**src/rtl/ysyx_22050368_alu_pkg.sv**
```systemverilog
// Shared ALU definitions: mode codes, arbiter state encoding and a small helper.
// Used by the ALU arbiter and usable by decode.
package ysyx_22050368_alu_pkg;

  localparam int ALU_MODE_W = 3;

  typedef enum logic [ALU_MODE_W-1:0] {
    ALU_ADD = 3'd0,
    ALU_SUB = 3'd1,
    ALU_NOT = 3'd2,
    ALU_AND = 3'd3,
    ALU_OR  = 3'd4,
    ALU_XOR = 3'd5,
    ALU_SLT = 3'd6,
    ALU_EQ  = 3'd7
  } alu_mode_e;

  typedef enum logic [1:0] {
    ST_IDLE = 2'd0,
    ST_EXEC = 2'd1,
    ST_RESP = 2'd2
  } arb_state_e;

  function automatic logic [1:0] id_to_onehot(input logic id);
    return id ? 2'b10 : 2'b01;
  endfunction

endpackage

```
**src/rtl/ysyx_22050368_rr_arb2.sv**
```systemverilog
// Two-way arbiter producing a one-hot grant while grant_en is high.
// YSYX_22050368_ALU_ARB_RR_EN selects round-robin; otherwise requester 0 has fixed priority.
module ysyx_22050368_rr_arb2 (
  input  logic       clk,
  input  logic       rst,
  input  logic [1:0] req,
  input  logic       grant_en,
  output logic [1:0] gnt
);

`ifdef YSYX_22050368_ALU_ARB_RR_EN
  // Most recently granted requester; reset to 1 so requester 0 wins the first contention.
  logic last;

  always_ff @(posedge clk) begin
    if (rst) begin
      last <= 1'b1;
    end else if (grant_en && (|req)) begin
      last <= gnt[1];
    end
  end

  always_comb begin
    gnt = 2'b00;
    if (grant_en) begin
      if (&req) begin
        gnt = last ? 2'b01 : 2'b10;
      end else begin
        gnt = req;
      end
    end
  end
`else
  logic unused_clk_rst;
  assign unused_clk_rst = clk ^ rst;

  always_comb begin
    gnt = 2'b00;
    if (grant_en) begin
      gnt = req[0] ? 2'b01 : req;
    end
  end
`endif

endmodule

```
**src/rtl/ysyx_22050368_alu_arb.sv**
```systemverilog
// Shares one combinational ALU between two valid/ready requesters: grant, execute one
// cycle, hold the registered response until accepted. Arbitration mode: YSYX_22050368_ALU_ARB_RR_EN.
module ysyx_22050368_alu_arb #(
  parameter int XLEN = 64
) (
  input  logic              clk,
  input  logic              rst,
  input  logic [1:0]        req_valid,
  output logic [1:0]        req_ready,
  input  logic [2*XLEN-1:0] req_op1,
  input  logic [2*XLEN-1:0] req_op2,
  input  logic [5:0]        req_mode,
  output logic [1:0]        rsp_valid,
  input  logic [1:0]        rsp_ready,
  output logic [XLEN-1:0]   rsp_result,
  output logic              rsp_zero,
  output logic              rsp_ovf,
  output logic              alu_en,
  output logic [XLEN-1:0]   alu_op1,
  output logic [XLEN-1:0]   alu_op2,
  output logic [2:0]        alu_mode,
  input  logic [XLEN-1:0]   alu_result,
  input  logic              alu_zero,
  input  logic              alu_ovf
);
  import ysyx_22050368_alu_pkg::*;

  arb_state_e      state_reg, state_next;
  logic [XLEN-1:0] op1_reg, op2_reg, result_reg;
  logic [2:0]      mode_reg;
  logic            grant_id_reg, zero_reg, ovf_reg;

  logic [XLEN-1:0] lane_op1  [2];
  logic [XLEN-1:0] lane_op2  [2];
  logic [2:0]      lane_mode [2];

  genvar gi;
  generate
    for (gi = 0; gi < 2; gi++) begin : g_lane
      assign lane_op1[gi]  = req_op1[gi*XLEN +: XLEN];
      assign lane_op2[gi]  = req_op2[gi*XLEN +: XLEN];
      assign lane_mode[gi] = req_mode[gi*3 +: 3];
    end
  endgenerate

  // Gating with rst keeps a request in the reset cycle from being accepted.
  logic       grant_en;
  logic [1:0] gnt;
  logic       win;

  assign grant_en = (state_reg == ST_IDLE) && !rst;
  assign win      = gnt[1];
  assign req_ready = gnt;

  ysyx_22050368_rr_arb2 u_arb (
    .clk      (clk),
    .rst      (rst),
    .req      (req_valid),
    .grant_en (grant_en),
    .gnt      (gnt)
  );

  always_ff @(posedge clk) begin
    if (rst) begin
      state_reg <= ST_IDLE;
    end else begin
      state_reg <= state_next;
    end
  end

  always_comb begin
    state_next = state_reg;
    case (state_reg)
      ST_IDLE: if (|gnt) state_next = ST_EXEC;
      ST_EXEC: state_next = ST_RESP;
      ST_RESP: if (rsp_ready[grant_id_reg]) state_next = ST_IDLE;
      default: state_next = ST_IDLE;
    endcase
  end

  always_ff @(posedge clk) begin
    if (rst) begin
      op1_reg      <= '0;
      op2_reg      <= '0;
      mode_reg     <= '0;
      grant_id_reg <= 1'b0;
      result_reg   <= '0;
      zero_reg     <= 1'b0;
      ovf_reg      <= 1'b0;
    end else begin
      if (|gnt) begin
        op1_reg      <= lane_op1[win];
        op2_reg      <= lane_op2[win];
        mode_reg     <= lane_mode[win];
        grant_id_reg <= win;
      end
      if (state_reg == ST_EXEC) begin
        result_reg <= alu_result;
        zero_reg   <= alu_zero;
        ovf_reg    <= alu_ovf;
      end
    end
  end

  always_comb begin
    alu_en    = 1'b0;
    rsp_valid = 2'b00;
    if (state_reg == ST_EXEC) alu_en = 1'b1;
    if (state_reg == ST_RESP) rsp_valid = id_to_onehot(grant_id_reg);
  end

  // Operand registers drive the ALU in every state so its inputs never glitch.
  assign alu_op1    = op1_reg;
  assign alu_op2    = op2_reg;
  assign alu_mode   = mode_reg;
  assign rsp_result = result_reg;
  assign rsp_zero   = zero_reg;
  assign rsp_ovf    = ovf_reg;

endmodule

```
**config.mk**
```make
export PLATFORM = sky130hd
export DESIGN_NAME = ysyx_22050368_alu_arb
export DESIGN_NICKNAME = d
export VERILOG_FILES = /design/src/rtl/ysyx_22050368_alu_pkg.sv /design/src/rtl/ysyx_22050368_rr_arb2.sv /design/src/rtl/ysyx_22050368_alu_arb.sv
export SDC_FILE = /design/constraint.sdc
export NUM_CORES = 1
export LEC_CHECK = 0
export ABC_AREA = 0
export BUFFER_PORTS_ARGS = -buffer_cell sky130_fd_sc_hd__buf_4
export CAP_MARGIN = 20
export CORE_AREA = 2 2 207 209
export DETAILED_ROUTE_END_ITERATION = 12
export DIE_AREA = 0 0 209 211
export SLEW_MARGIN = 0
export SYNTH_ARGS = -nofsm -noshare
export SYNTH_HDL_FRONTEND = slang
export SYNTH_HIERARCHICAL = 1
export SYNTH_SLANG_ARGS = --single-unit
```
**constraint.sdc**
```tcl
create_clock -name clk -period 4.5 [get_ports clk]
set_clock_uncertainty 0.2 [all_clocks]
set_input_delay 0.225 -clock clk [delete_from_list [all_inputs] [get_ports clk]]
set_output_delay 0.225 -clock clk [all_outputs]
set_load 0.02 [all_outputs]
```
==> results.yml <==
detailed_routing:
  ant_nets: 0
  drt_iter0_drc: 508
  vias_per_cell: 4.26
  drc_errors: 0
  wl_um: 36800
  vias: 10400
  wire_per_inst_um: 15.1
  first_pass_iters: 5
placement:
  dp_cells: 2020
  gp_congestion: 0.843
  hpwl_um: 23600
  io_buffers: 535
  dp_slack_ns: 1.75
global_route:
  grtUsageTotal: 0.163
  grt_max_degree: 98
  grt_overflow: 0
  grt_pass1_vias: 10800
  grt_pass1_wl_um: 56600
  antenna_found_initial: 2
pwr:
  p_seq_frac: 0.390
  power_mw: 5.01
  p_sw_mw: 1.41
  switching_share: 0.282
  p_comb_frac: 0.275
  p_clk_frac: 0.335
  internal-power_mw: 3.60
  p_per_area_nw_per_um2: 285
  ir_drop_uv: 250
  p_leak_nw: 7.92
sta:
  fin_ws_ns: 0.816
  max_freq_mhz: 271
  hold_ws_ns: 0.259
  tightest_slew_ns: 0.866
  period_minus_slack_ns: 3.68
  rsz0062_at_grt: "no"
  slew_headroom: 0.423
  final-setup-viol-count: 0
  min_period_over_period: 0.819
  fin_setup_tns_ns: 0
  drv_slew: 0
  hold_viol: 0
hold_path:
  min_from: "rsp_result[0]"
  hold_path.class: "flop to flop"
cells_and_area:
  num-nets-final: 2224
  stdcell_count: 2443
  area_delta_synth_final_pct: 102
  drive_gt1_frac: 0.305
  final_cell_mix: "540 x buf_4, 390 x dlygate4sd3_1, 263 x nand2_1, 200 x dfxtp_1, 132 x mux2i_1"
  mostFrequentLayoutCell: "buf_4"
clock_tree:
  cts_root_buffer: "clkbuf_16"
  cts_buffers: 17
  htree_levels: 4
  cts_buffer_depth: 2
  clkLatencyLatePin_ns: 0.48
  cts.sink_count: 200
  cts_tree: "built"
  clk_pin_slew_ns: 0.08
  ctsResizeCount: 0
critical_path:
  arrival_ns: 3.90
  cp.required_ns: 4.72
  slowest_stage: "and3b_4"
  cp-start-kind: "input pin"
  end_kind: "flop"
  reg2reg_from: "state_reg[0]"
  crit_path_start: "rst"
  crit_fanout: 63
  cpPeakStageDelay_ns: 0.75
  path_cells: "dlygate4sd3_1 > buf_6 > nor3_1 > and3b_4 > buf_4 > nand2_1 > o21ai_0 > dlygate4sd3_1 > nor2b_1 > dlygate4sd3_1"
  path_common_cell: "dlygate4sd3_1"
  crit_type: "input pin to flop"
die:
  fp-row-count: 75
  design.die.area_um2: 44100
  start_util: 0.209
  io_pins: 536
  core_area_um2: 41800
  chipWidth_um: 209
  die_h_um: 211
yosys:
  synthSimpleGateAreaFrac: 0.215
  synth_seq_cells: 200
  synth_xor_area_frac: 0
  synth_compound_area_frac: 0.115
  syn_area_um2: 8710
  synth_warnings: 6
  synthFlopType: "dfxtp_1"
  ys_seq_area_frac: 0.459
  synth_edf_count: 0
  synth_fp_nets: 1351
  yosysUniqueCellTypes: 25
  synthMuxAreaShare: 0.152
  synth_fa_ha_area_frac: 0
  synthCells: 1017
  synth_async_sr_flop_share: 0
  synth_top_family_by_area: "simple AND/OR/NAND/NOR gates"
  synth.avg_cell_area_um2: 8.57
run_status:
  status: "completed"
flow_run:
  drv_cap: 0
==> logic make-up (layout without fill, tap and decap cells) <==
kind of cell / Yosys count / count (layout)
AO/OA/AOI/OAI: 200 / 200
buffers and inverters: 83 / 969
flip-flops: 200 / 200
multiplexers: 132 / 132
other: 0 / 1
AND/OR/NAND/NOR: 402 / 402
==> path summary, 6_finish.rpt <==
path         cells past startpoint             to  slack (ns)
min reg2reg                      2  rsp_result[0]        0.26
max reg2reg                      8     alu_op2[6]        1.00
min                              2  rsp_result[0]        0.26
max                             10     alu_op2[6]        0.82
==> layout make-up <==
class / count / area, um^2
Inverter: 2 / 7.51
Clock buffer: 17 / 425
Tap cell: 539 / 674
Sequential cell: 200 / 4000
Antenna cell: 1 / 2.50
Fill cell: 3934 / 24200
Timing Repair Buffer: 935 / 8050
Multi-Input combinational cell: 734 / 4210
Clock inverter: 15 / 210
==> through the flow <==
step / util / area [um^2]
4_1_cts: 0.421 / 17600
6_report: 0.421 / 17600
3_5_place_dp: 0.312 / 13000
3_3_place_gp: 0.312 / 13000
2_1_floorplan: - / 8710
5_1_grt: 0.421 / 17600
==> metal layers <==
layer	vias up	global-route usage	wire (um)
met5	-	0	13
met4	2	0.0825	1380
met3	90	0.0421	2000
met2	386	0.294	18700
met1	4847	0.177	14700
li1	5093	-	-
==> repair_timing <==
item	4_1_cts	5_1_grt
endpoints found under the hold margin	199	0
hold buffers	390	0
setup endpoints to repair	0	0
setup buffers	0	0
==> Yosys cell counts, types with 2 or more instances <==
master | n | share of area
mux2i_1 | 132 | 0.15
and2b_1 | 10 | 0.0086
dfxtp_1 | 200 | 0.46
and3b_1 | 2 | 0.0020
buf_4 | 15 | 0.013
o21ai_0 | 63 | 0.036
clkbuf_1 | 29 | 0.012
o21ai_1 | 68 | 0.039
buf_2 | 17 | 0.0098
a21oi_1 | 68 | 0.039
nand2_1 | 263 | 0.11
buf_8 | 3 | 0.0052
nor2b_1 | 121 | 0.087
buf_1 | 11 | 0.0047
buf_12 | 5 | 0.011
==> critical path: cells and delay by family <==
| family | cells | cell delay [ns] |
|---|---|---|
| AO/OA/AOI/OAI | 1 | 0.08 |
| buffers and inverters | 5 | 2.28 |
| AND/OR/NAND/NOR | 4 | 1.30 |
==> power groups by stage <==
stage | clock [mW] | combinational (mW) | sequential [mW]
floorplan | 0 | 0.379 | 2.11
detailed placement | 0 | 0.981 | 1.99
global placement | 0 | 0.970 | 1.99
finish | 1.68 | 1.38 | 1.95
global route | 1.80 | 1.48 | 1.96
CTS | 1.75 | 1.36 | 1.95
Power figures use the tool's default switching activity.
